$ cat config.mk
export PLATFORM = sky130hd
export DESIGN_NAME = pc_unit_flat
export DESIGN_NICKNAME = d
export VERILOG_FILES = /design/src/rtl/pc_unit_if.sv /design/src/rtl/pc_unit.sv /design/src/flat_wrapper.sv
export SDC_FILE = /design/constraint.sdc
export NUM_CORES = 1
export LEC_CHECK = 0
export CORE_ASPECT_RATIO = 2
export CORE_UTILIZATION = 30
export CTS_BUF_LIST = sky130_fd_sc_hd__clkbuf_8
export DETAILED_ROUTE_END_ITERATION = 10
export GPL_TIMING_DRIVEN = 0
export PLACE_DENSITY_LB_ADDON = 0.25
export SLEW_MARGIN = 20
export SYNTH_ARGS = -nofsm -noshare
export SYNTH_HDL_FRONTEND = slang
export SYNTH_SLANG_ARGS = --single-unit
$ cat constraint.sdc
create_clock -name clk -period 5.4 [get_ports clk]
set_clock_uncertainty 0.15 [all_clocks]
set_input_delay 0.54 -clock clk [delete_from_list [all_inputs] [get_ports clk]]
set_output_delay 0.54 -clock clk [all_outputs]
set_load 0.005 [all_outputs]
$ cat src/rtl/pc_unit_if.sv
// Fetch-stage redirect/PC bundle between the decode/execute request sources
// (master) and the program-counter unit (slave).
interface pc_unit_if #(
  parameter int unsigned WIDTH = 32
);
  // Redirect requests, single-cycle levels sampled on every clock edge
  logic             stall;
  logic             branch_taken;
  logic [WIDTH-1:0] branch_target;
  logic             jump;
  logic             call;
  logic [WIDTH-1:0] jump_target;
  logic             ret;
  logic             exception;
  logic             eret;

  // PC unit state visible to fetch
  logic [WIDTH-1:0] pc_out;
  logic [WIDTH-1:0] pc_plus_step;
  logic [WIDTH-1:0] epc_out;
  logic             ras_empty;
  logic             ras_full;

  modport master (
    output stall, branch_taken, branch_target, jump, call, jump_target,
           ret, exception, eret,
    input  pc_out, pc_plus_step, epc_out, ras_empty, ras_full
  );

  modport slave (
    input  stall, branch_taken, branch_target, jump, call, jump_target,
           ret, exception, eret,
    output pc_out, pc_plus_step, epc_out, ras_empty, ras_full
  );
endinterface

$ cat src/rtl/pc_unit.sv
// Program-counter unit for the MIPS fetch stage: holds the fetch PC, selects
// the next PC from sequential/branch/jump/call/return/exception/eret sources,
// and keeps a circular return-address stack plus the exception PC.
module pc_unit #(
  parameter int unsigned      WIDTH        = 32,
  parameter logic [WIDTH-1:0] RESET_VECTOR = 32'h00000000,
  parameter logic [WIDTH-1:0] EXC_VECTOR   = 32'h80000180,
  parameter int unsigned      STEP         = 4,
  parameter int unsigned      RAS_DEPTH    = 4
) (
  input  logic     clk,
  input  logic     reset,
  pc_unit_if.slave bus
);

  localparam int unsigned PW = $clog2(RAS_DEPTH);
  localparam int unsigned CW = PW + 1;

  // One decoded action per cycle, already resolved by priority
  typedef enum logic [3:0] {
    OP_SEQ,
    OP_EXC,
    OP_ERET,
    OP_HOLD,
    OP_POP,
    OP_SWAP,
    OP_PUSH,
    OP_JUMP,
    OP_BRANCH
  } op_e;

  logic [WIDTH-1:0] r_pc;
  logic [WIDTH-1:0] r_epc;
  logic [WIDTH-1:0] r_ras [RAS_DEPTH];
  logic [PW-1:0]    r_top;
  logic [CW-1:0]    r_count;
  logic             r_empty;
  logic             r_full;

  op_e              w_op;
  logic [WIDTH-1:0] w_pc_plus;
  logic [WIDTH-1:0] w_ras_top;
  logic [WIDTH-1:0] w_pc_nxt;
  logic [WIDTH-1:0] w_epc_nxt;
  logic [PW-1:0]    w_top_nxt;
  logic [CW-1:0]    w_count_nxt;
  logic             w_ras_we;
  logic [PW-1:0]    w_ras_widx;
  logic [WIDTH-1:0] w_ras_wdata;

  assign w_pc_plus = r_pc + WIDTH'(STEP);
  assign w_ras_top = r_ras[r_top];

  // Resolve the request priority into a single action.
  // An empty-stack ret is checked after call so that call+ret on an empty
  // stack behaves as a plain call, and before jump so it still beats jump.
  always_comb begin
    w_op = OP_SEQ;
    if (bus.exception) begin
      w_op = OP_EXC;
    end else if (bus.eret) begin
      w_op = OP_ERET;
    end else if (bus.stall) begin
      w_op = OP_HOLD;
    end else if (bus.ret && !r_empty) begin
      w_op = bus.call ? OP_SWAP : OP_POP;
    end else if (bus.call) begin
      w_op = OP_PUSH;
    end else if (bus.ret) begin
      w_op = OP_SEQ;
    end else if (bus.jump) begin
      w_op = OP_JUMP;
    end else if (bus.branch_taken) begin
      w_op = OP_BRANCH;
    end
  end

  // Next PC, EPC and return-stack bookkeeping for the selected action
  always_comb begin
    w_pc_nxt    = w_pc_plus;
    w_epc_nxt   = r_epc;
    w_top_nxt   = r_top;
    w_count_nxt = r_count;
    w_ras_we    = 1'b0;
    w_ras_widx  = r_top;
    w_ras_wdata = w_pc_plus;
    unique case (w_op)
      OP_EXC: begin
        w_pc_nxt  = EXC_VECTOR;
        w_epc_nxt = r_pc;
      end
      OP_ERET: begin
        w_pc_nxt = r_epc;
      end
      OP_HOLD: begin
        w_pc_nxt = r_pc;
      end
      OP_POP: begin
        w_pc_nxt    = w_ras_top;
        w_top_nxt   = r_top - PW'(1);
        w_count_nxt = r_count - CW'(1);
      end
      OP_SWAP: begin
        w_pc_nxt   = w_ras_top;
        w_ras_we   = 1'b1;
        w_ras_widx = r_top;
      end
      OP_PUSH: begin
        // When full, the slot after top is the oldest entry and gets reused
        w_pc_nxt    = bus.jump_target;
        w_ras_we    = 1'b1;
        w_ras_widx  = r_top + PW'(1);
        w_top_nxt   = r_top + PW'(1);
        w_count_nxt = r_full ? r_count : r_count + CW'(1);
      end
      OP_JUMP: begin
        w_pc_nxt = bus.jump_target;
      end
      OP_BRANCH: begin
        w_pc_nxt = bus.branch_target;
      end
      default: begin
        w_pc_nxt = w_pc_plus;
      end
    endcase
  end

  // PC, EPC, stack pointer/count and the registered stack flags
  always_ff @(posedge clk or negedge reset) begin
    if (!reset) begin
      r_pc    <= RESET_VECTOR;
      r_epc   <= '0;
      r_top   <= '0;
      r_count <= '0;
      r_empty <= 1'b1;
      r_full  <= 1'b0;
    end else begin
      r_pc    <= w_pc_nxt;
      r_epc   <= w_epc_nxt;
      r_top   <= w_top_nxt;
      r_count <= w_count_nxt;
      r_empty <= (w_count_nxt == '0);
      r_full  <= (w_count_nxt == CW'(RAS_DEPTH));
    end
  end

  // Stack storage has no reset; contents are only read when count > 0
  always_ff @(posedge clk) begin
    if (reset && w_ras_we) begin
      r_ras[w_ras_widx] <= w_ras_wdata;
    end
  end

  assign bus.pc_out       = r_pc;
  assign bus.pc_plus_step = w_pc_plus;
  assign bus.epc_out      = r_epc;
  assign bus.ras_empty    = r_empty;
  assign bus.ras_full     = r_full;

endmodule
$ cat src/flat_wrapper.sv
// flat-port wrapper written by rule: the top's interface ports become plain ports
module pc_unit_flat 
#(
  parameter int unsigned      WIDTH        = 32,
  parameter logic [WIDTH-1:0] RESET_VECTOR = 32'h00000000,
  parameter logic [WIDTH-1:0] EXC_VECTOR   = 32'h80000180,
  parameter int unsigned      STEP         = 4,
  parameter int unsigned      RAS_DEPTH    = 4
)
  (clk, reset, bus_stall, bus_branch_taken, bus_branch_target, bus_jump, bus_call, bus_jump_target, bus_ret, bus_exception, bus_eret, bus_pc_out, bus_pc_plus_step, bus_epc_out, bus_ras_empty, bus_ras_full);
  pc_unit_if #(.WIDTH(WIDTH)) bus_i ();
  input  logic clk;
  input  logic reset;
  input wire logic [$bits(bus_i.stall)-1:0] bus_stall;
  input wire logic [$bits(bus_i.branch_taken)-1:0] bus_branch_taken;
  input wire logic [$bits(bus_i.branch_target)-1:0] bus_branch_target;
  input wire logic [$bits(bus_i.jump)-1:0] bus_jump;
  input wire logic [$bits(bus_i.call)-1:0] bus_call;
  input wire logic [$bits(bus_i.jump_target)-1:0] bus_jump_target;
  input wire logic [$bits(bus_i.ret)-1:0] bus_ret;
  input wire logic [$bits(bus_i.exception)-1:0] bus_exception;
  input wire logic [$bits(bus_i.eret)-1:0] bus_eret;
  output wire logic [$bits(bus_i.pc_out)-1:0] bus_pc_out;
  output wire logic [$bits(bus_i.pc_plus_step)-1:0] bus_pc_plus_step;
  output wire logic [$bits(bus_i.epc_out)-1:0] bus_epc_out;
  output wire logic [$bits(bus_i.ras_empty)-1:0] bus_ras_empty;
  output wire logic [$bits(bus_i.ras_full)-1:0] bus_ras_full;
  assign bus_i.stall = bus_stall;
  assign bus_i.branch_taken = bus_branch_taken;
  assign bus_i.branch_target = bus_branch_target;
  assign bus_i.jump = bus_jump;
  assign bus_i.call = bus_call;
  assign bus_i.jump_target = bus_jump_target;
  assign bus_i.ret = bus_ret;
  assign bus_i.exception = bus_exception;
  assign bus_i.eret = bus_eret;
  assign bus_pc_out = bus_i.pc_out;
  assign bus_pc_plus_step = bus_i.pc_plus_step;
  assign bus_epc_out = bus_i.epc_out;
  assign bus_ras_empty = bus_i.ras_empty;
  assign bus_ras_full = bus_i.ras_full;
  pc_unit #(.WIDTH(WIDTH), .RESET_VECTOR(RESET_VECTOR), .EXC_VECTOR(EXC_VECTOR), .STEP(STEP), .RAS_DEPTH(RAS_DEPTH)) u_core (.clk(clk), .reset(reset), .bus(bus_i));
endmodule
==> results.cfg, run 1 <==
[route]
drt-vias-per-instance = 5.40
drt_pass1_iterations = 4
totalWireLength_microns = 32300
drt-initial-drc-count = 432
vias = 6692
routedWlPerCell_microns = 26.1
drcViolationCount = 0
ant_nets = 0

[logic_synthesis]
synth_area_leader_cell = edfxtp_1
synthCells = 656
async_flop_share_pct = 35.7
synth_seq_cells = 199
avgSynthCellArea_sq_um = 14.1
synth_ff_type = edfxtp_1
synth.distinct_cells = 57
synth.net_count = 734
seq_area_frac_synth_pct = 60.8
synth.top_cell.area_share_pct = 41.6
synth_area_leaders = edfxtp_1 42%, dfrtp_1 19%, mux4_2 7.8%, mux2_2 3.9%, xor2_1 2.7%
yosysWarnings = 0
synth_area_sq_um = 9250
synth-edff-count = 128

[run_status]
status = finished, final reports clean

[worst_setup_path]
critPathCaptureType = output pin
required_ns = 4.71
crit_type = register to output pin
crit_fanout = 9
cp-start-kind = register
cp.arrival_ns = 3.95

[power]
peakVddDrop_mv = 0.181
comb_power_share_pct = 30.1
power_frac_seq_pct = 47.0
sw_frac_of_total_pct = 31.8
p_int_w = 0.00276
power.density_nw_per_um2 = 338
net-switching-power_w = 0.00129
power.leakage_nw = 4.19
clkPwrFrac_pct = 23.0

[die]
die_y_microns = 250
initial_utilization_pct = 30.5
core_sq_um = 30300
num_io_pins = 171
dieArea_sq_um = 31600
row_count = 90
die_w_microns = 126

[global_routing]
grt_pass1_vias = 6940
grt_pass1_wl_microns = 46500
grt_max_degree = 51
overflow = 0
grt_usage_pct = 21.1
antenna_found_initial = 1

[cts]
clockBufferDepth = 2
post-cts-setup-buffer-count = 0
clkLatencyLatePin_ns = 0.51
cts_root_buf = clkbuf_8
htree_num_levels = 4
numCtsBuffers = 17
cts_tree = done
cts_num_sinks = 199
path_clk_slew_ns = 0.11
cts_resized = 0
hold_buffers = 1

[timing]
hold_viol = 0
maxSlewViolCount = 0
fmax_ghz = 0.216
layout_setup_ws_ns = 0.760
setup_viol = 0
period_share_pct = 85.9
slew_headroom_pct = 20.6
tns_ns = 0
finalCriticalPeriod_ns = 4.64
rsz0062_at_grt = false
worstMarginPinSlew_ns = 1.18

[cells_and_area]
fin_nets = 937
syn2layout_area_growth_pct = 29.6
drive_gt1_share_pct = 16.2
fin_util_pct = 39.6

[placement]
numPortBuffers = 169
gp_congestion = 0.792
place_hpwl_microns = 24200
dp_slack_ns = 0.974

[run]
maxCapViolCount = 0

[hold_path]
hold_path_class = input pin to register
-- power groups by stage --
| stage | combinational (W) | clock, W | sequential (W) |
|---|---|---|---|
| floorplan | 0.000649 | 0 | 0.00190 |
| global placement | 0.00120 | 0 | 0.00194 |
| detailed placement | 0.00123 | 0 | 0.00194 |
| CTS | 0.00124 | 0.000942 | 0.00190 |
| global route | 0.00130 | 0.000990 | 0.00192 |
| finish | 0.00122 | 0.000930 | 0.00190 |
-- layout by cell type, fill, tap and decap left out, drive strengths merged, types with 11 or more instances in the layout --
cell	n
a21oi	12
a221oi	16
a22o	23
a22oi	14
buf	35
clkbuf	42
clkdlybuf4s50	168
dfrtp	70
edfxtp	128
inv	16
mux2	32
mux4	32
nand2	49
nand3	33
nand4	12
nor2	15
nor3	15
o211ai	11
xnor2	24
xor2	29
-- cell families (layout without fill, tap and decap cells) --
kind of cell / count (synthesis) / after routing / synth area share [%]
other: 0 / 1 / 0
adders and majority gates: 5 / 5 / 0.676
AOI/OAI and AO/OA: 111 / 111 / 9.74
xor gates and xnor gates: 53 / 53 / 5.02
buffers and inverters: 57 / 272 / 2.64
DFF: 199 / 199 / 60.8
muxes: 65 / 65 / 11.8
and+or+nand+nor: 166 / 166 / 9.36
-- final timing paths --
kind / slack [ns] / endpoint / cells past startpoint / start
setup / recovery: 0.76 / bus_pc_plus_step[22] / 6 / u_core.bus.pc_out[2]$_DFFE_PN0P_
hold / removal: 0.21 / u_core.bus.epc_out[2]$_DFFE_PN0P_ / 2 / bus_exception
setup reg to reg: 1.68 / u_core.r_ras[1][2]$_DFFE_PP_ / 9 / u_core.r_top[0]$_DFFE_PN0N_
hold reg to reg: 0.38 / u_core.r_count[2]$_DFF_PN0_ / 2 / u_core.r_count[2]$_DFF_PN0_
max in group asynchronous: 4.14 / u_core.bus.epc_out[26]$_DFFE_PN0P_ / 3 / reset
min in group asynchronous: 0.33 / u_core.bus.ras_full$_DFF_PN0_ / 2 / reset
-- synthesized netlist by cell type (3+ instances only) --
master	instances
clkbuf_1	25
a211oi_1	4
ha_1	5
nor2_1	15
buf_1	5
a221oi_1	16
nor4_1	6
and2_1	4
buf_2	12
dfrtp_1	70
nor4_2	4
nor3_1	15
mux2_2	32
o21ai_0	6
nand3_1	33
nor2b_1	3
or3_1	3
and3_1	9
nor4b_1	4
mux4_2	32
a21oi_1	12
nand4_1	12
a32oi_1	7
inv_1	11
o211ai_1	11
a31oi_1	4
nand2_1	49
xnor2_1	24
a22oi_1	14
a22o_1	23
edfxtp_1	128
xor2_1	29
-- through the flow --
step                instances  hold WS (ns)  instance area [sq um]  total power (W)
finish                   1240         0.205                  12000          0.00405
global route             1240         0.206                  12000          0.00421
CTS                      1239         0.187                  12000          0.00408
detailed placement       1207         0.338                  11600          0.00317
global placement         1193         0.349                  11400          0.00314
floorplan                 656        0.0944                   9250          0.00255
-- layer usage --
layer,track usage [%],up-vias,wire (microns)
met5,0,-,0
li1,-,2969,-
met4,10.9,0,1160
met3,3.03,65,1500
met2,39.6,281,18100
met1,22.4,3377,11600
-- critical path: stages (launching register included) --
cell	delay (ns)
dfrtp_1	0.54
ha_1	0.27
nand3_1	0.40
nor4_2	1.03
nand3_1	0.19
xnor2_1	0.36
clkdlybuf4s50_1	0.63
-- sequential cells by signal, indices dropped and copies added, names as in the netlist --
signal	cells
u_core.bus.epc_out	32
u_core.bus.pc_out	32
u_core.bus.ras_empty	1
u_core.bus.ras_full	1
u_core.r_count	3
u_core.r_ras	128
u_core.r_top	2
-- layout make-up --
class                           count  area [sq um]
Antenna cell                        1          2.50
Buffer                             45           199
Clock buffer                       17           234
Clock inverter                     14           124
Fill cell                        2930         18300
Inverter                           12          45.0
Multi-Input combinational cell    400          3430
Sequential cell                   199          5620
Tap cell                          368           460
Timing Repair Buffer              184          1880
Power figures use the tool's default switching activity.
==> run 2: changes to the inputs <==
--- a/config.mk
+++ b/config.mk
@@ -9,7 +9,7 @@
 export CORE_UTILIZATION = 30
 export CTS_BUF_LIST = sky130_fd_sc_hd__clkbuf_8
 export DETAILED_ROUTE_END_ITERATION = 10
-export GPL_TIMING_DRIVEN = 0
+export HOLD_SLACK_MARGIN = 0.15
 export PLACE_DENSITY_LB_ADDON = 0.25
 export SLEW_MARGIN = 20
 export SYNTH_ARGS = -nofsm -noshare
==> results.cfg, run 2 (same netlist as run 1, synthesis figures left out) <==
[run_status]
status = finished, final reports clean

[power]
clkPwrFrac_pct = 24.8
net-switching-power_w = 0.00123
peakVddDrop_mv = 0.151
power.density_nw_per_um2 = 345
sw_frac_of_total_pct = 30.0
power_frac_seq_pct = 48.8
p_int_w = 0.00287
comb_power_share_pct = 26.4
power.leakage_nw = 4.16

[timing]
fmax_ghz = 0.237
rsz0062_at_grt = false
setup_viol = 0
slew_headroom_pct = 26.7
finalCriticalPeriod_ns = 4.22
worstMarginPinSlew_ns = 1.09
hold_viol = 0
tns_ns = 0
period_share_pct = 78.2
maxSlewViolCount = 0

[cts]
htree_num_levels = 4
numCtsBuffers = 17
cts_root_buf = clkbuf_8
cts_resized = 0
path_clk_slew_ns = 0.10
clockBufferDepth = 2
cts_num_sinks = 199
clkLatencyLatePin_ns = 0.50
cts_tree = done

[run]
maxCapViolCount = 0

[die]
num_io_pins = 171
dieArea_sq_um = 31600
core_sq_um = 30300
die_w_microns = 126
initial_utilization_pct = 30.5
die_y_microns = 250
row_count = 90

[worst_setup_path]
crit_family = simple AND/OR/NAND/NOR gates
crit_chain = ha_1, nand3_1, nor4_1, buf_4, nand3_1, xnor2_1, clkdlybuf4s50_1
cp.arrival_ns = 3.53
cp-start-kind = register
cpMostUsedCell = nand3_1
cp_slowest_stage_delay_ns = 0.61
crit_path_top_delay_cell = clkdlybuf4s50_1
crit_type = register to output pin
crit_fanout = 8
crit_buf_inv = 2
reg2reg_setup_slack_ns = 2.33
critPathCaptureType = output pin
required_ns = 4.71

[hold_path]
hold_path_class = input pin to asynchronous set/reset pin

[route]
drcViolationCount = 0
totalWireLength_microns = 30800
routedWlPerCell_microns = 25.5
drt-vias-per-instance = 5.41
vias = 6541
ant_nets = 0
drt-initial-drc-count = 424
drt_pass1_iterations = 5

[placement]
dpl.cell_count = 1173
numPortBuffers = 170
gp_congestion = 0.833
place_hpwl_microns = 22200

[cells_and_area]
fin_nets = 903
drive_gt1_share_pct = 16.5
top_register = u_core.r_ras
syn2layout_area_growth_pct = 28.5
finalNonFillerCells = 1208
layout_commonest_cell = clkdlybuf4s50_1
largest_register_ffs = 128
layout_common_cells = 168 x clkdlybuf4s50_1, 128 x edfxtp_1, 69 x dfrtp_1

[global_routing]
grt_pass1_wl_microns = 45400
grt_usage_pct = 20.2
grt_pass1_vias = 7034
antenna_found_initial = 3
overflow = 0
grt_max_degree = 55
## run 2: cell types whose count changed in the layout (fill, tap and decap cells not counted), moves of 3 or more
cell | previous run | this run
buf_1 | 5 | 0
buf_2 | 12 | 1
buf_4 | 10 | 24
buf_6 | 4 | 0
clkbuf_1 | 25 | 0
inv_1 | 11 | 14
inv_6 | 5 | 1
## run 2: worst register-to-register path, stage by stage (launching register included)
cell      delay (ns)
dfstp_2         0.63
nand2b_1        0.29
nand3_1         0.15
ha_1            0.40
nand4_1         0.23
nor2_4          0.37
buf_4           0.48
## run 2: area by class of cell
class	count	area, sq um
repair buffers	195	1900
clock buffers	19	262
multi-input cells	400	3430
diodes	2	5.00
well taps	368	460
inverters	12	45.0
fillers	2896	18400
flip-flops and latches	199	5620
clock inverters	13	156
## run 2: worst paths after layout
kind,to,from,depth (start not counted)
min in group clk,u_core.r_count[2]$_DFF_PN0_,u_core.r_count[2]$_DFF_PN0_,2
min reg2reg,u_core.r_count[2]$_DFF_PN0_,u_core.r_count[2]$_DFF_PN0_,2
max reg2reg,u_core.r_ras[3][26]$_DFFE_PP_,u_core.bus.ras_empty$_DFF_PN1_,6
max in group asynchronous,u_core.bus.pc_out[1]$_DFFE_PN0P_,reset,3
max,bus_pc_plus_step[30],u_core.bus.pc_out[2]$_DFFE_PN0P_,7
min,u_core.bus.epc_out[13]$_DFFE_PN0P_,reset,2
## run 2: power by group through the flow
| stage | registers, W | clock network [W] | logic [W] |
|---|---|---|---|
| CTS | 0.00201 | 0.00104 | 0.00110 |
| detailed placement | 0.00204 | 0 | 0.00109 |
| global placement | 0.00204 | 0 | 0.00109 |
| global route | 0.00202 | 0.00110 | 0.00116 |
| finish | 0.00200 | 0.00101 | 0.00108 |
| floorplan | 0.00190 | 0 | 0.000649 |
## run 2: what timing repair did
| item | 4_1_cts | 5_1_grt |
|---|---|---|
| buffers inserted | 0 | 0 |
| hold endpoints to repair | 17 | 0 |
| setup endpoints to repair | 0 | 0 |
| hold buffers | 1 | 0 |
## run 2: routing by layer
| metal | track usage, % | vias to the layer above | wire length (microns) |
|---|---|---|---|
| met5 | 0 | - | 8 |
| met4 | 9.43 | 2 | 1100 |
| met3 | 3.67 | 51 | 1360 |
| met2 | 37.8 | 228 | 17100 |
| met1 | 21.5 | 3355 | 11200 |
| li1 | - | 2905 | - |
## run 2: through the flow
step                setup WS [ns]  util (%)  hold WS (ns)  power [W]  area, sq um
floorplan                   0.876         -        0.0944    0.00255         9250
global placement             1.70      37.8         0.305    0.00313        11400
detailed placement           1.63      37.8         0.302    0.00313        11400
CTS                          1.15      39.2         0.308    0.00415        11900
global route                 1.02      39.2         0.335    0.00428        11900
finish                       1.18      39.2         0.327    0.00409        11900
==> run 3: changes to the inputs <==
==> constraint.sdc (replaced) <==
create_clock -name clk -period 4 [get_ports clk]
set_clock_uncertainty 0.15 [all_clocks]
set_input_delay 0.4 -clock clk [delete_from_list [all_inputs] [get_ports clk]]
set_output_delay 0.4 -clock clk [all_outputs]
set_load 0.005 [all_outputs]
==> results.cfg, run 3 (same netlist as run 1, synthesis figures left out) <==
[global_routing]
grt_usage_pct = 20.8
grt_pass1_wl_microns = 46600
grt_pass1_vias = 6952
grt_max_degree = 53
antenna_found_initial = 2
overflow = 0

[cts]
cts_tree = done
cts_num_sinks = 199
htree_num_levels = 4
cts_root_buf = clkbuf_8
hold_buffers = 1
numCtsBuffers = 17
post-cts-setup-buffer-count = 0
clkLatencyLatePin_ns = 0.51
cts_resized = 0
path_clk_slew_ns = 0.10
clockBufferDepth = 2

[timing]
period_share_pct = 96.1
hold_viol = 0
tns_ns = 0
rsz0062_at_grt = false
finalCriticalPeriod_ns = 3.84
slew_headroom_pct = 40.8
setup_viol = 0
worstMarginPinSlew_ns = 0.882
fmax_ghz = 0.260
maxSlewViolCount = 0
worst_hold_slack_ns = 0.208

[worst_setup_path]
crit_type = register to output pin
critPathCaptureType = output pin
cp.arrival_ns = 3.29
crit_path_top_delay_cell = dfrtp_1
crit_path_start = u_core.bus.pc_out[4]$_DFFE_PN0P_
reg2reg_setup_slack_ns = 1.16
cp_slowest_stage_delay_ns = 0.51
crit_fanout = 17
r2r-end = u_core.bus.pc_out[7]$_DFFE_PN0P_
reg2reg_depth = 7
required_ns = 3.45
cpMostUsedCell = buf_4
r2r-start = u_core.bus.ras_empty$_DFF_PN1_
cp-start-kind = register
crit_chain = nand4_1, nor4_2, buf_4, nand3_1, xnor2_1, buf_4, clkdlybuf4s50_1

[placement]
gp_congestion = 0.851
numPortBuffers = 170
place_hpwl_microns = 23300
dpl.cell_count = 1204

[cells_and_area]
finalNonFillerCells = 1238
fin_util_pct = 40.1
largest_register_ffs = 128
drive_gt1_share_pct = 19.4
layout_commonest_cell = clkdlybuf4s50_1
n_fill_cell = 2824
top_register = u_core.r_ras
fin_nets = 934
layout_common_cells = 168 x clkdlybuf4s50_1, 128 x edfxtp_1, 69 x dfrtp_1
multiInputGateArea_sq_um = 3430
syn2layout_area_growth_pct = 31.4
regArea_sq_um = 5620

[die]
num_io_pins = 171
initial_utilization_pct = 30.5
core_sq_um = 30300
die_w_microns = 126
row_count = 90
dieArea_sq_um = 31600
die_y_microns = 250

[run_status]
status = finished, final reports clean

[route]
drt-vias-per-instance = 5.49
drcViolationCount = 0
ant_nets = 0
drt_pass1_iterations = 5
vias = 6792
routedWlPerCell_microns = 25.8
totalWireLength_microns = 31900
drt-initial-drc-count = 489

[power]
peakVddDrop_mv = 0.239
power.leakage_nw = 4.32
power.density_nw_per_um2 = 460

[hold_path]
hold_path_class = input pin to asynchronous set/reset pin

[run]
maxCapViolCount = 0
run 3: changes by cell type in the layout (fill, tap and decap cells not counted):
cell        delta
buf_4         +27
buf_12         +4
clkinv_4       -2
clkinvlp_4     +2
clkbuf_8       -1
clkinv_2       +1
diode_2        -1
run 3: critical path, delay by kind of cell (launching register included):
kind                   cells  cell delay (ns)
XOR/XNOR                   1             0.49
buffers and inverters      3             0.98
flip-flops                 1             0.51
AND/OR/NAND/NOR            3             0.79
run 3: metal layers:
| metal | track usage, % | share of wire, % | vias up |
|---|---|---|---|
| met5 | 0 | 0.041 | - |
| met4 | 8.33 | 2.6 | 2 |
| met3 | 3.65 | 4.6 | 43 |
| met2 | 39.1 | 56 | 244 |
| met1 | 22.8 | 37 | 3539 |
| li1 | - | - | 2964 |
run 3: layout make-up:
cell class                      count  area share [%]
Antenna cell                        1          0.0206
Clock buffer                       18            2.04
Clock inverter                     14            1.31
Inverter                           12           0.371
Multi-Input combinational cell    400            28.3
Sequential cell                   199            46.3
Tap cell                          368            3.79
Timing Repair Buffer              226            17.9
run 3: per-stage QoR:
step / power, W / area [sq um] / setup WS (ns)
after global routing: 0.00584 / 12200 / 0.00521
after global placement: 0.00429 / 11700 / 0.606
final: 0.00559 / 12200 / 0.156
after floorplan: 0.00344 / 9250 / -0.431
after detailed placement: 0.00430 / 11700 / 0.576
after CTS: 0.00565 / 12100 / 0.0866
run 3: how the worst max path moves through the flow:
stage | end | slack (ns) | cells after the start
detailed placement | u_core.bus.pc_out[7]$_DFFE_PN0P_ | 0.58 | 7
floorplan | u_core.r_ras[0][0]$_DFFE_PP_ | -0.43 | 6
finish | bus_pc_plus_step[17] | 0.16 | 7
global route | bus_pc_plus_step[17] | 0.005 | 7
CTS | bus_pc_plus_step[17] | 0.09 | 7
global placement | u_core.bus.pc_out[7]$_DFFE_PN0P_ | 0.61 | 7
run 3: power by group:
part           switching, W  leakage (nW)  internal [W]
sequential         0.000251          2.08       0.00239
combinational      0.000718          2.03      0.000873
clock              0.000726         0.205      0.000627
total               0.00169          4.32       0.00389
==> RTL change 1 (settings of run 1) <==
`WIDTH` is set to 32 in 3 places; all go to 48.
--- a/src/rtl/pc_unit_if.sv
+++ b/src/rtl/pc_unit_if.sv
@@ -3,3 +3,3 @@
 interface pc_unit_if #(
-  parameter int unsigned WIDTH = 32
+  parameter int unsigned WIDTH = 48
 );
--- a/src/rtl/pc_unit.sv
+++ b/src/rtl/pc_unit.sv
@@ -4,3 +4,3 @@
 module pc_unit #(
-  parameter int unsigned      WIDTH        = 32,
+  parameter int unsigned      WIDTH        = 48,
   parameter logic [WIDTH-1:0] RESET_VECTOR = 32'h00000000,
--- a/src/flat_wrapper.sv
+++ b/src/flat_wrapper.sv
@@ -3,3 +3,3 @@
 #(
-  parameter int unsigned      WIDTH        = 32,
+  parameter int unsigned      WIDTH        = 48,
   parameter logic [WIDTH-1:0] RESET_VECTOR = 32'h00000000,
Interface: changed (5 resized); port bits go from 171 to 251. No check against the original RTL was run, so the function may have changed too.
==> RTL change 1 against run 1 <==
  * Fmax decreased by 7.7%
  * Core utilization increased by 1.1 points
  * Non-clock buffer count increased by 101
  * Sequential cell count increased by 96
  * Die area increased by 43%
  * Largest power group unchanged
  * Power increased by 51%
  * Worst setup slack got worse by 0.39 ns
  * Wire length increased by 54%
  * Via count increased by 46%
  * Final area increased by 48%
  * Synthesized area increased by 44%
==> RTL change 1: results (changes against run 1) <==
| Metric | Value |
|---|---|
| Status | `completed` |
| Routed WL | `49800 um (+54%)` |
| Synth Net Count | `1013 (+38%)` |
| Synth area leaders | `edfxtp_1 43%, dfrtp_1 19%, mux4_2 8.1%` |
| Global-route wire length before repair | `71300 um (+53%)` |
| Reg clk slew, reported paths | `0.07 ns (-0.04 ns)` |
| Worst vdd ir | `165 uV (-9.2%)` |
| Static Leakage | `6.47 nW (+54%)` |
| Max reg flops | `192 (+50%)` |
| Largest net degree at the start of global routing | `55 (+7.8%)` |
| Maximum fanout along the worst path | `10 (+1)` |
| # Post-CTS Setup Buffers | `0 (unchanged)` |
| Antenna violations before repair | `2 (+1)` |
| Hold Path Class | `in2async` |
| Total CTS buffers | `44 (+27)` |
| DRT iter0 DRCs | `655 (+52%)` |
| HPWL Detailed | `37300 um (+54%)` |
| Htree depth | `2 (-2)` |
| First-pass DRT Iterations | `5 (+1)` |
| Port buffer count | `247 (+46%)` |
| Seq/Total Area, Yosys | `62.6% (+1.8 points)` |
| Nets | `1322 (+41%)` |
| CTS Buffer Depth | `3 (+1)` |
| Total GRT Usage | `22.4% (+1.4 points)` |
| Initial Utilization | `30.5% (about the same)` |
| Fraction of final layout cells sized beyond drive strength 1 | `17.1% (+0.88 points)` |
| Number of synthesized flops with an enable pin | `192 (+50%)` |
| Top cells by count, synth | `192 x edfxtp_1, 102 x dfrtp_1, 48 x mux2_2, 48 x mux4_2, 44 x nor2_1` |
| Worst slew pin tran | `1.16 ns (-0.0238 ns)` |
| Synth unique cells | `63 (+11%)` |
| Crit path DAT | `4.34 ns (+0.39 ns)` |
| Number of global-route vias before repair | `10300 (+49%)` |
| Vias post-DR | `9794 (+46%)` |
| Cts hold-fix bufs | `1 (unchanged)` |
| Fraction of registers with async set/reset | `34.9% (-0.76 points)` |
| Latest clock arrival within the worst-skew pair | `0.60 ns (+0.09 ns)` |
| Fillers | `4086 (+39%)` |
[RTL change 1: final cells by class]
class	instances	area [um2]	share of cell area (%)
antenna	2	5.00	0.0282
buffer	67	315	1.78
clock buffer	48	661	3.72
clock inverter	34	254	1.43
inverter	18	67.6	0.381
multi-input combinational	523	4650	26.2
sequential	295	8340	47.0
tap	550	688	3.88
timing repair buffer	263	2770	15.6
[RTL change 1: per-layer routing]
| metal | vias to the layer above | wire length [um] | global-route usage, % |
|---|---|---|---|
| met1 | 5019 | 17500 | 24.4 |
| met3 | 119 | 3350 | 4.89 |
| li1 | 4238 | - | - |
| met5 | - | 0 | 0 |
| met2 | 418 | 26200 | 39.4 |
| met4 | 0 | 2810 | 13.0 |
[RTL change 1: logic make-up (layout without fill, tap and decap cells)]
group | count (synthesis) | after routing | synth area share, %
other | 0 | 2 | 0
xor gates and xnor gates | 51 | 51 | 3.35
and+or+nand+nor | 189 | 189 | 7.40
muxes | 96 | 96 | 12.2
adders and majority gates | 5 | 5 | 0.469
DFF | 295 | 295 | 62.6
buffers and inverters | 85 | 430 | 2.86
AOI/OAI and AO/OA | 182 | 182 | 11.1
[RTL change 1: final timing paths]
check | startpoint | to | slack (ns) | depth (start not counted)
min in group clk | u_core.r_count[0]$_DFF_PN0_ | u_core.r_count[0]$_DFF_PN0_ | 0.37 | 1
min | reset | u_core.bus.epc_out[5]$_DFFE_PN0P_ | 0.31 | 2
min reg2reg | u_core.r_count[0]$_DFF_PN0_ | u_core.r_count[0]$_DFF_PN0_ | 0.37 | 1
max reg2reg | u_core.r_top[1]$_DFFE_PN0N_ | u_core.r_ras[2][45]$_DFFE_PP_ | 1.49 | 8
max | u_core.bus.pc_out[9]$_DFFE_PN0P_ | bus_pc_plus_step[40] | 0.37 | 8
max in group asynchronous | reset | u_core.bus.ras_empty$_DFF_PN1_ | 4.07 | 3
[RTL change 1: critical path, cell delays in order, from the launching register on]
cell	delay [ns]
dfrtp_1	0.36
clkbuf_1	0.29
nand4_1	0.36
nor4_2	0.48
buf_2	0.32
nand3_2	0.28
nor4_1	0.50
xor2_1	0.47
clkdlybuf4s50_1	0.69
[RTL change 1: power by group]
group | internal [mW] | switching (mW) | total (mW)
sequential | 2.58 | 0.144 | 2.72
clock | 1.02 | 0.917 | 1.94
combinational | 0.762 | 0.710 | 1.47
[RTL change 1: per-stage QoR]
step | worst slack (ns) | hold WS (ns) | setup TNS, ns | instance area, um2 | std cells
after detailed placement | 1.01 | 0.359 | 0 | 16800 | 1715
after floorplan | 0.851 | 0.0944 | 0 | 13300 | 903
after global placement | -5.16 | 0.359 | -1088.44 | 16500 | 1700
final | 0.373 | 0.313 | 0 | 17800 | 1800
after CTS | 0.366 | 0.302 | 0 | 17700 | 1798
after global routing | 0.127 | 0.356 | 0 | 17800 | 1800
==> RTL change 2 (config.mk and constraints of run 1) <==
Without the edit above. Remove the case item `OP_POP` of the case on `w_op`.
--- a/src/rtl/pc_unit.sv
+++ b/src/rtl/pc_unit.sv
@@ -97,7 +97,2 @@
       end
-      OP_POP: begin
-        w_pc_nxt    = w_ras_top;
-        w_top_nxt   = r_top - PW'(1);
-        w_count_nxt = r_count - CW'(1);
-      end
       OP_SWAP: begin
Function: changed (Yosys sat finds a counterexample within 4 cycles, from zero or initial values and one cycle with reset low).
==> RTL change 2 against run 1 <==
  * First-iteration DRC count fell by 12%
  * Synthesized area fell by 2.7%
  * Final cell count down 6.8%
  * Worst setup slack gained 0.51 ns
  * Wire length is 13% lower
  * Final area down 1.8%
  * Power shrank 7.1%
  * Sequential cell count unchanged
  * Fmax is 12% higher
  * Largest power group unchanged
  * Highest routed layer unchanged
==> RTL change 2: results (changes against run 1) <==
| Metric | Value |
|---|---|
| DRT iter0 DRCs | `380 (-12%)` |
| HPWL Detailed | `20800 um (-14%)` |
| Routed WL | `28100 um (-13%)` |
| Hold Crit Depth | `1 (-1)` |
| Seq/Total Area, Yosys | `62.5% (+1.7 points)` |
| Hold path start | `u_core.r_count[2]$_DFF_PN0_` |
| Largest net degree at the start of global routing | `45 (-12%)` |
| Worst R2R Path Depth | `6 (-3)` |
| RR Startpoint | `u_core.r_top[1]$_DFF_PN0_` |
| Pint | `2.70 mW (-2.2%)` |
| Synth Net Count | `656 (-11%)` |
| Status | `completed` |
| Worst stage delay on the critical path | `0.63 ns (-0.40 ns)` |
| Worst vdd ir | `226 uV (+25%)` |
| Latest clock arrival within the worst-skew pair | `0.49 ns (-0.02 ns)` |
| Synth unique cells | `60 (+5.3%)` |
| Top cells by count, synth | `128 x edfxtp_1, 70 x dfrtp_1, 48 x nand2_1` |
| Hold Path Class | `reg2reg` |
| Total GRT Usage | `18.7% (-2.3 points)` |
| Fraction of final layout cells sized beyond drive strength 1 | `20.1% (+3.9 points)` |
| Number of global-route vias before repair | `6313 (-9.0%)` |
| Nets | `853 (-9.0%)` |
| Hold_ws | `0.370 ns (+0.165 ns)` |
| Htree depth | `4 (unchanged)` |
| Total Power | `3.76 mW (-7.1%)` |
| Global-route wire length before repair | `41700 um (-10%)` |
| Met1 GRT Util | `20.5% (-1.9 points)` |
| GP Congestion | `0.783 (-1.1%)` |
| Seq pwr | `1.83 mW (-4%)` |
| Reg-to-reg endpoint | `u_core.r_ras[0][20]$_DFFE_PP_` |
| Synth area leaders | `edfxtp_1 43%, dfrtp_1 19%, mux4_2 8.0%` |
| Worst path slowest cell | `clkdlybuf4s50_1` |
| CP delay by family, top | `buffers and inverters` |
| Hold Path Sink | `u_core.bus.ras_empty$_DFF_PN1_` |
| First-pass DRT Iterations | `6 (+2)` |
| Vias per cell | `5.23 (-3.1%)` |
| Met3 usage | `3.46% (+0.43 points)` |
| Post-DP Area | `0.0114 mm2 (-2.2%)` |
| Crit path DAT | `3.44 ns (-0.51 ns)` |
| Port buffer count | `170 (+0.59%)` |
| Placement Setup Slack | `1.65 ns (+0.680 ns)` |
| Static Leakage | `4.35 nW (+4.0%)` |
| Maximum fanout along the worst path | `10 (+1)` |
| Number of synthesized flops with an enable pin | `128 (unchanged)` |
| Grt met2 use | `36.0% (-3.6 points)` |
| R2R Setup Slk | `2.50 ns (+0.82 ns)` |
| Power share of the combinational group | `25.3% (-4.8 points)` |
-- RTL change 2: how the worst max path moves through the flow --
stage	startpoint	endpoint	slack, ns	cells after the start
after detailed placement	bus_exception	u_core.r_ras[0][2]$_DFFE_PP_	1.65	10
final	u_core.bus.pc_out[2]$_DFFE_PN0P_	bus_pc_plus_step[20]	1.27	7
after global routing	u_core.bus.pc_out[2]$_DFFE_PN0P_	bus_pc_plus_step[20]	1.07	7
after global placement	reset	u_core.r_ras[0][2]$_DFFE_PP_	-2.38	2
after floorplan	bus_exception	u_core.r_ras[0][0]$_DFFE_PP_	1.78	7
after CTS	u_core.bus.pc_out[2]$_DFFE_PN0P_	bus_pc_plus_step[20]	1.19	7
-- RTL change 2: cell type report --
class	count	area (um2)
clock buffer	17	234
inverter	9	33.8
tap	364	455
antenna	1	2.50
multi-input combinational	331	3090
timing repair buffer	178	1890
buffer	42	282
fill	2703	17700
clock inverter	15	164
sequential	199	5620
-- RTL change 2: per-stage QoR --
stage | std cells | utilization [%]
final | 1156 | 39.9
after CTS | 1155 | 39.9
after floorplan | 581 | -
after global routing | 1156 | 39.9
after global placement | 1115 | 37.8
after detailed placement | 1122 | 38.5
-- RTL change 2: cell families after synthesis --
group                      Yosys count  share of synthesized area (%)
DFF                                199                           62.5
AOI/OAI and AO/OA                   97                           9.75
muxes                               68                           12.5
adders and majority gates            2                          0.278
buffers and inverters               51                           3.50
and+or+nand+nor                    129                           7.93
xor gates and xnor gates            35                           3.57
-- RTL change 2: timing repair --
action	4_1_cts	5_1_grt
hold endpoints to repair	30	0
buffers inserted	0	0
hold buffers	1	0
-- RTL change 2: metal layers --
layer / wire, um / vias up
met2: 16100 / 197
li1: - / 2700
met3: 1170 / 36
met5: 0 / -
met4: 570 / 0
met1: 10200 / 3114
